## config.mk

```make
export PLATFORM = sky130hd
export DESIGN_NAME = ex_stage_flat
export DESIGN_NICKNAME = d
export VERILOG_FILES = /design/src/rtl/ex_pkg.sv /design/src/rtl/ex_stage_if.sv /design/src/rtl/ex_alu.sv /design/src/rtl/ex_stage.sv /design/src/flat_wrapper.sv
export SDC_FILE = /design/constraint.sdc
export NUM_CORES = 1
export LEC_CHECK = 0
export CELL_PAD_IN_SITES_DETAIL_PLACEMENT = 1
export CELL_PAD_IN_SITES_GLOBAL_PLACEMENT = 2
export CORE_MARGIN = 5
export CORE_UTILIZATION = 24
export CTS_CLUSTER_DIAMETER = 150
export DETAILED_ROUTE_END_ITERATION = 16
export PLACE_DENSITY = 0.8
export RECOVER_POWER = 100
export SLEW_MARGIN = 10
export SYNTH_ARGS = -nofsm -noshare
export SYNTH_HDL_FRONTEND = slang
export SYNTH_HIERARCHICAL = 1
export SYNTH_SLANG_ARGS = --single-unit
```

## constraint.sdc

```tcl
create_clock -name clk -period 3 [get_ports clk]
set_input_delay 0.45 -clock clk [delete_from_list [all_inputs] [get_ports clk]]
set_output_delay 0.45 -clock clk [all_outputs]
set_load 0.01 [all_outputs]
```

## src/rtl/ex_pkg.sv

```systemverilog
// ex_pkg: bundle widths, field offsets and ALU op codes for the execute stage
package ex_pkg;
  localparam int DATA_W = 32;
  localparam int REG_W  = 5;
  localparam int CTRL_W = 9;
  localparam int IN_W   = 144;
  localparam int OUT_W  = 71;
  localparam int IN_CTRL_LO   = 133;
  localparam int IN_BT_LO     = 101;
  localparam int IN_A_LO      = 69;
  localparam int IN_B_LO      = 37;
  localparam int IN_RD2_LO    = 5;
  localparam int IN_RD_LO     = 0;
  localparam int OUT_WB_LO    = 69;
  localparam int OUT_RES_LO   = 37;
  localparam int OUT_RD2_LO   = 5;
  localparam int OUT_RD_LO    = 0;
  localparam logic [2:0] ALU_AND = 3'b000;
  localparam logic [2:0] ALU_OR  = 3'b001;
  localparam logic [2:0] ALU_ADD = 3'b010;
  localparam logic [2:0] ALU_SUB = 3'b110;
  localparam logic [2:0] ALU_SLT = 3'b111;
endpackage

```

## src/rtl/ex_stage_if.sv

```systemverilog
// ex_stage_if: ID/EX input bundle and EX/MEM output bundle of the execute stage
interface ex_stage_if;
  import ex_pkg::*;
  logic [IN_W-1:0]  id_ex_bundle;
  logic [OUT_W-1:0] ex_mem_bundle;
  modport master (output id_ex_bundle, input ex_mem_bundle);
  modport slave  (input id_ex_bundle, output ex_mem_bundle);
endinterface

```

## src/rtl/ex_alu.sv

```systemverilog
// ex_alu: combinational ALU for AND/OR/ADD/SUB/SLT, zero for unused op codes
module ex_alu
  import ex_pkg::*;
(
  input  logic [DATA_W-1:0] a,
  input  logic [DATA_W-1:0] b,
  input  logic [2:0]        op,
  output logic [DATA_W-1:0] result
);
  // select the operation; unused op codes yield zero
  always_comb begin
    result = op == ALU_AND ? a & b :
             op == ALU_OR  ? a | b :
             op == ALU_ADD ? a + b :
             op == ALU_SUB ? a - b :
             op == ALU_SLT ? {{(DATA_W-1){1'b0}}, $signed(a) < $signed(b)} :
             '0;
  end
endmodule

```

## src/rtl/ex_stage.sv

```systemverilog
// ex_stage: unpacks ID/EX, runs the ALU and registers the EX/MEM bundle
module ex_stage
  import ex_pkg::*;
(
  input logic clk,
  input logic reset,
  ex_stage_if.slave bus
);
  logic [CTRL_W-1:0] ctrl;
  logic [DATA_W-1:0] alu_a, alu_b, read_data2, alu_result;
  logic [REG_W-1:0]  rd;
  logic              unused_bits;
  assign ctrl        = bus.id_ex_bundle[IN_CTRL_LO +: CTRL_W];
  assign alu_a       = bus.id_ex_bundle[IN_A_LO +: DATA_W];
  assign alu_b       = bus.id_ex_bundle[IN_B_LO +: DATA_W];
  assign read_data2  = bus.id_ex_bundle[IN_RD2_LO +: DATA_W];
  assign rd          = bus.id_ex_bundle[IN_RD_LO +: REG_W];
  assign unused_bits = ^{bus.id_ex_bundle[IN_W-1 -: 2], bus.id_ex_bundle[IN_BT_LO +: DATA_W], ctrl[6:3]};
  ex_alu u_alu (
    .a      (alu_a),
    .b      (alu_b),
    .op     (ctrl[2:0]),
    .result (alu_result)
  );
  // capture a new bundle every edge; active-low reset clears it
  always_ff @(posedge clk) begin
    if (!reset) bus.ex_mem_bundle <= '0;
    else bus.ex_mem_bundle <= {ctrl[8:7], alu_result, read_data2, rd};
  end
endmodule

```

## src/flat_wrapper.sv

```systemverilog
// flat-port wrapper written by rule: the top's interface ports become plain ports
module ex_stage_flat import ex_pkg::*;
  (clk, reset, bus_id_ex_bundle, bus_ex_mem_bundle);
  ex_stage_if bus_i ();
  input logic clk;
  input logic reset;
  input wire logic [$bits(bus_i.id_ex_bundle)-1:0] bus_id_ex_bundle;
  output wire logic [$bits(bus_i.ex_mem_bundle)-1:0] bus_ex_mem_bundle;
  assign bus_i.id_ex_bundle = bus_id_ex_bundle;
  assign bus_ex_mem_bundle = bus_i.ex_mem_bundle;
  ex_stage u_core (.clk(clk), .reset(reset), .bus(bus_i));
endmodule
```

Word level (Yosys, flattened, before mapping)

Index checks and enable logic that the tools add are counted.

Register bits after elaboration: 71
Bits in latches: 0
Memory bits (writable): 0
Bits in read-only memories: 0
Input bits: 146
Logic and storage cells: 16
Memories kept: 0

Add/sub/neg operators: 2
Multipliers: 0
Div/mod/pow operators: 0
$lt $le $gt $ge: 1
Eq/ne operators: 4
Shift operators: 0
Muxes and demuxes: 5
Bitwise logic cells: 2
Reduce and logical (&&, ||, !) cells: 1

Operators by type and width:

| operator             | count |
|---|---|
| $mux W32             | 4 |
| $add A32 B32 Y32     | 1 |
| $and A32 B32 Y32     | 1 |
| $lt A32 B32 Y1       | 1 |
| $or A32 B32 Y32      | 1 |
| $sub A32 B32 Y32     | 1 |
| $eq A3 B3 Y1 const B | 2 |
| $eq A3 B1 Y1 const B | 1 |
| $eq A3 B2 Y1 const B | 1 |
| $logic_not A3 Y1     | 1 |
| $mux W1              | 1 |

Depth between registers and ports, before layout

Word-level depth: 6
Gate-level depth with buffers: 15
Mapped depth without buffers: 15

By module

The synthesis kept the hierarchy.

Modules (own cells, without submodules):

| module   | times used | cells an instance | area an instance (µm²) | sequential area each (µm²) |
|---|---|---|---|---|
| ex_alu   | 1          | 689               | 4569.4                 | 0.0 |
| ex_stage | 1          | 149               | 1989.4                 | 1421.4 |

Worst setup path after synthesis

No wires, ideal clock.

Path kind: input-to-reg
Start point: input port bus_id_ex_bundle[85]
End point: register u_core.bus.ex_mem_bundle[68]
Setup time: 0.116 ns
Arrival time: 2.782 ns
Slack: 0.102 ns
Stages on the path: 12
Path buffers: 1
Cell sequence: inv_1 -> ha_1 -> buf_6 -> or4_4 -> or3_4 -> o2111ai_2 -> nand4b_1 -> o2111ai_1 -> o211ai_1 -> xnor2_1 -> o22ai_1 -> and2_2

Word-level cells in the longest chain between the ends: 5
Elaborated cells on any way between the ends: 6

Ends and longest elaborated chain:

| what                            | line              | source |
|---|---|---|
| start, declared                 | flat_wrapper.sv:7 | `input wire logic [$bits(bus_i.id_ex_bundle)-1:0] bus_id_ex_bundle;` |
| $sub A32 B32 Y32                | ex_alu.sv:15      | `op == ALU_SUB ? a - b :` |
| $mux W32                        | ex_alu.sv:15      |  |
| $mux W32 *                      | ex_alu.sv:14      | `op == ALU_ADD ? a + b :` |
| $mux W32 *                      | ex_alu.sv:13      | `op == ALU_OR ? a \| b :` |
| $mux W32 *                      | ex_alu.sv:12      | `result = op == ALU_AND ? a & b :` |
| named net u_core.alu_result[31] | ex_stage.sv:10    | `logic [DATA_W-1:0] alu_a, alu_b, read_data2, alu_result;` |
| end signal, assigned            | ex_stage.sv:28    | `else bus.ex_mem_bundle <= {ctrl[8:7], alu_result, read_data2, rd};` |
| end, declared                   | ex_stage_if.sv:7  | `modport slave (input id_ex_bundle, output ex_mem_bundle);` |

The timed path passes the listed nets; every way through them passes the cells marked *.
A chain may end at the register's enable or synchronous reset.

Worst setup path after layout

Start point: input port bus_id_ex_bundle[72]
End point: register u_core.bus.ex_mem_bundle[66]

Same word-level chain as after synthesis.

==> out/qor.txt <==
Largest register FFs -> 71
Pint -> 2.63 mW
Area Growth Syn to Fin -> 72.4%
crit path max fanout -> 7
hold endpoint -> u_core/bus.ex_mem_bundle[5]
crit start category -> input pin
leading cell types by count after synthesis -> inv_1 (114), ha_1 (96), a21oi_1 (71), and2_2 (71), dfxtp_1 (71)
Die H -> 175 um
sequential share of power -> 25.4%
min-delay src -> bus_id_ex_bundle[5]
First-pass DRT Iterations -> 4
Synth Instances -> 838
routed wire length -> 27400 um
leakage power -> 5.30 nW
Post-synth ARST share -> 0%
share of cells above drive strength 1 -> 39.1%
# clock sinks -> 71
DRC Markers -> 0
Yosys cell types -> 74
Setup CP Type -> input pin to flop
H-tree Lvls -> 3
Setup Viol. Count Final -> 0
Placer Congestion -> 0.887
routed len/inst -> 17.8 um
Sw Share -> 34.2%
all-layer global routing usage -> 16.9%
combinational share of power -> 43.8%
Cells after DPL -> 1500
largest registers -> u_core/bus.ex_mem_bundle: 71 flops
Biggest register -> u_core/bus.ex_mem_bundle
WP buf/inv -> 3
initial antenna violation count -> 3
unrepaired setup endpoints after global routing -> yes
Max VDD drop -> 0.265 mV
first-pass GRT wire length -> 42200 um
maxcap violations -> 1
Worst path max stage delay -> 0.33 ns
sequential share of the synthesized area -> 21.7%
worst path arrival time -> 3.14 ns
Setup crit end kind -> flop
Die W -> 175 um
Hold Fails Final Rpt -> 0
clock power share -> 30.8%
row cnt -> 60
CTS tree -> done
clk buf depth -> 2
DR iter-0 viols -> 217
design area -> 11300 um2
Buffers on Ports -> 178
dominant cell by count in the synthesized netlist -> inv_1
Worst path most repeated cell -> o22ai_2
Starting Density -> 24.3%
Hold Path Class -> input pin to flop
fillers -> 3126
switching power total -> 1.37 mW
Synth Cell Area -> 6560 um2
vias in the first global route -> 7909
nets -> 1434
Cell Pwr Density -> 353 nW/um2
grt ovf -> 0
failing checks -> capacitance limit, slew limit
largest cells by area after synthesis -> dfxtp_1 (22%), ha_1 (18%), and2_2 (8.1%)
CTS Buf Count -> 9
detailed placement HPWL -> 21000 um
synth warn -> 6
placed cell areas -> 9960 um2
Die ar. -> 30700 um2
CP max stage cell -> ha_4
largest net degree at the start of global routing -> 55
number of synthesized register bits -> 71
Final Core Density -> 42.0%
Vias -> 7220
Top FF cell, synth -> dfxtp_1
post-cts hold buffer count -> 0
fin cells -> 1539
Req. time, crit path -> 3.25 ns
Final Cycle Share -> 96.2%
headroom to the max-slew limit -> -20.5%
Routed Antenna Nets -> 0
Fin Hold WS -> 0.697 ns
Least-Margin Pin Slew -> 1.81 ns
setup TNS -> 0 ns
Avg Synthesized Cell Area -> 7.83 um2
clk slew on worst S/H paths -> 0.08 ns
Ports -> 217
FMAX -> 346 MHz
status -> finished with violations
core area -> 27000 um2
post-synth top area cell -> dfxtp_1
Vias per Instance -> 4.69
syn nets -> 1082
Clock Tree Root -> clkbuf_16
top-area cell type share of the netlist area -> 21.7%
CP cell instances -> dlygate4sd2_1 -> inv_1 -> ha_4 -> nor2_1 -> a221o_1 -> a21o_1 -> a31oi_4 -> buf_6 -> o2111ai_4 -> a41oi_2 -> o22ai_2 -> a21oi_2 -> xnor2_2 -> o22ai_2 -> and2_2
Tmin final -> 2.89 ns
Top delay family on crit path -> compound AO/OA/AOI/OAI gates
WHS Path Cells -> 2
Post-synth EDFFs -> 0
Slew Viols, Final -> 55
[power by group through the flow]
| stage | Clock (mW) | Combinational, mW | Sequential, mW |
|---|---|---|---|
| CTS | 1.27 | 1.68 | 1.02 |
| global route | 1.30 | 1.89 | 1.02 |
| global placement | 0 | 1.50 | 1.04 |
| floorplan | 0 | 0.724 | 1.07 |
| detailed placement | 0 | 1.53 | 1.04 |
| finish | 1.23 | 1.75 | 1.02 |
[routing by layer]
layer / GRT usage [%] / part of all wire, % / vias to the layer above
met5: 0 / 0 / -
met4: 3.96 / 1.4 / 0
met3: 3.19 / 5.6 / 24
met2: 31.9 / 51 / 214
met1: 19.8 / 42 / 3440
li1: - / - / 3542
[per-stage QoR]
stage	worst slack, ns	power [mW]
floorplan	0.102	1.79
global placement	-0.701	2.54
detailed placement	-0.780	2.57
CTS	-0.0212	3.96
global route	-0.00427	4.21
finish	0.113	3.99
[worst max-delay path by stage]
| stage | from | to | slack [ns] | depth (start not counted) |
|---|---|---|---|---|
| after floorplan | bus_id_ex_bundle[85] | u_core/bus.ex_mem_bundle[68] | 0.10 | 12 |
| after global placement | bus_id_ex_bundle[38] | u_core/bus.ex_mem_bundle[64] | -0.70 | 14 |
| after detailed placement | bus_id_ex_bundle[37] | u_core/bus.ex_mem_bundle[63] | -0.78 | 16 |
| after CTS | bus_id_ex_bundle[54] | u_core/bus.ex_mem_bundle[68] | -0.02 | 14 |
| after global routing | bus_id_ex_bundle[51] | u_core/bus.ex_mem_bundle[68] | -0.004 | 12 |
| final | bus_id_ex_bundle[72] | u_core/bus.ex_mem_bundle[66] | 0.11 | 15 |
[kinds of logic after synthesis]
group | Yosys count | share of synthesized area [%]
flops | 71 | 21.7
buf+inv | 158 | 9.52
mux | 20 | 3.07
xor+xnor | 30 | 4.01
simple gates | 224 | 19.0
fa+ha+maj | 98 | 18.9
compound gates | 237 | 23.8
[area by class of cell]
cell class	count	area [um2]	area share (%)
inverters	118	443	3.92
diodes	3	7.51	0.0664
clock inverters	6	93.8	0.830
clock buffers	10	229	2.02
repair buffers	381	3310	29.3
flip-flops and latches	71	1420	12.6
multi-input cells	609	5380	47.6
well taps	341	427	3.77
[what timing repair did]
action	4_1_cts	5_1_grt
endpoints found under the setup margin	22	21
resized for setup	152	97
buffers inserted	13	8
pin swaps	56	58
[placed cells by master (no fill, tap or decap), types with 17 or more instances in the layout]
| master | instances |
|---|---|
| o22ai_1 | 20 |
| o21ai_0 | 23 |
| nor2_1 | 49 |
| dlygate4sd3_1 | 71 |
| clkdlybuf4s50_1 | 56 |
| buf_4 | 196 |
| mux2i_1 | 19 |
| inv_2 | 42 |
| xnor2_1 | 26 |
| inv_1 | 76 |
| dfxtp_1 | 71 |
| a21oi_1 | 53 |
| dlygate4sd2_1 | 27 |
| ha_1 | 59 |
| and2_2 | 71 |
| nand2_1 | 35 |
| ha_4 | 26 |
| dlymetal6s2s_1 | 17 |
(Power assumes the default switching activity.)
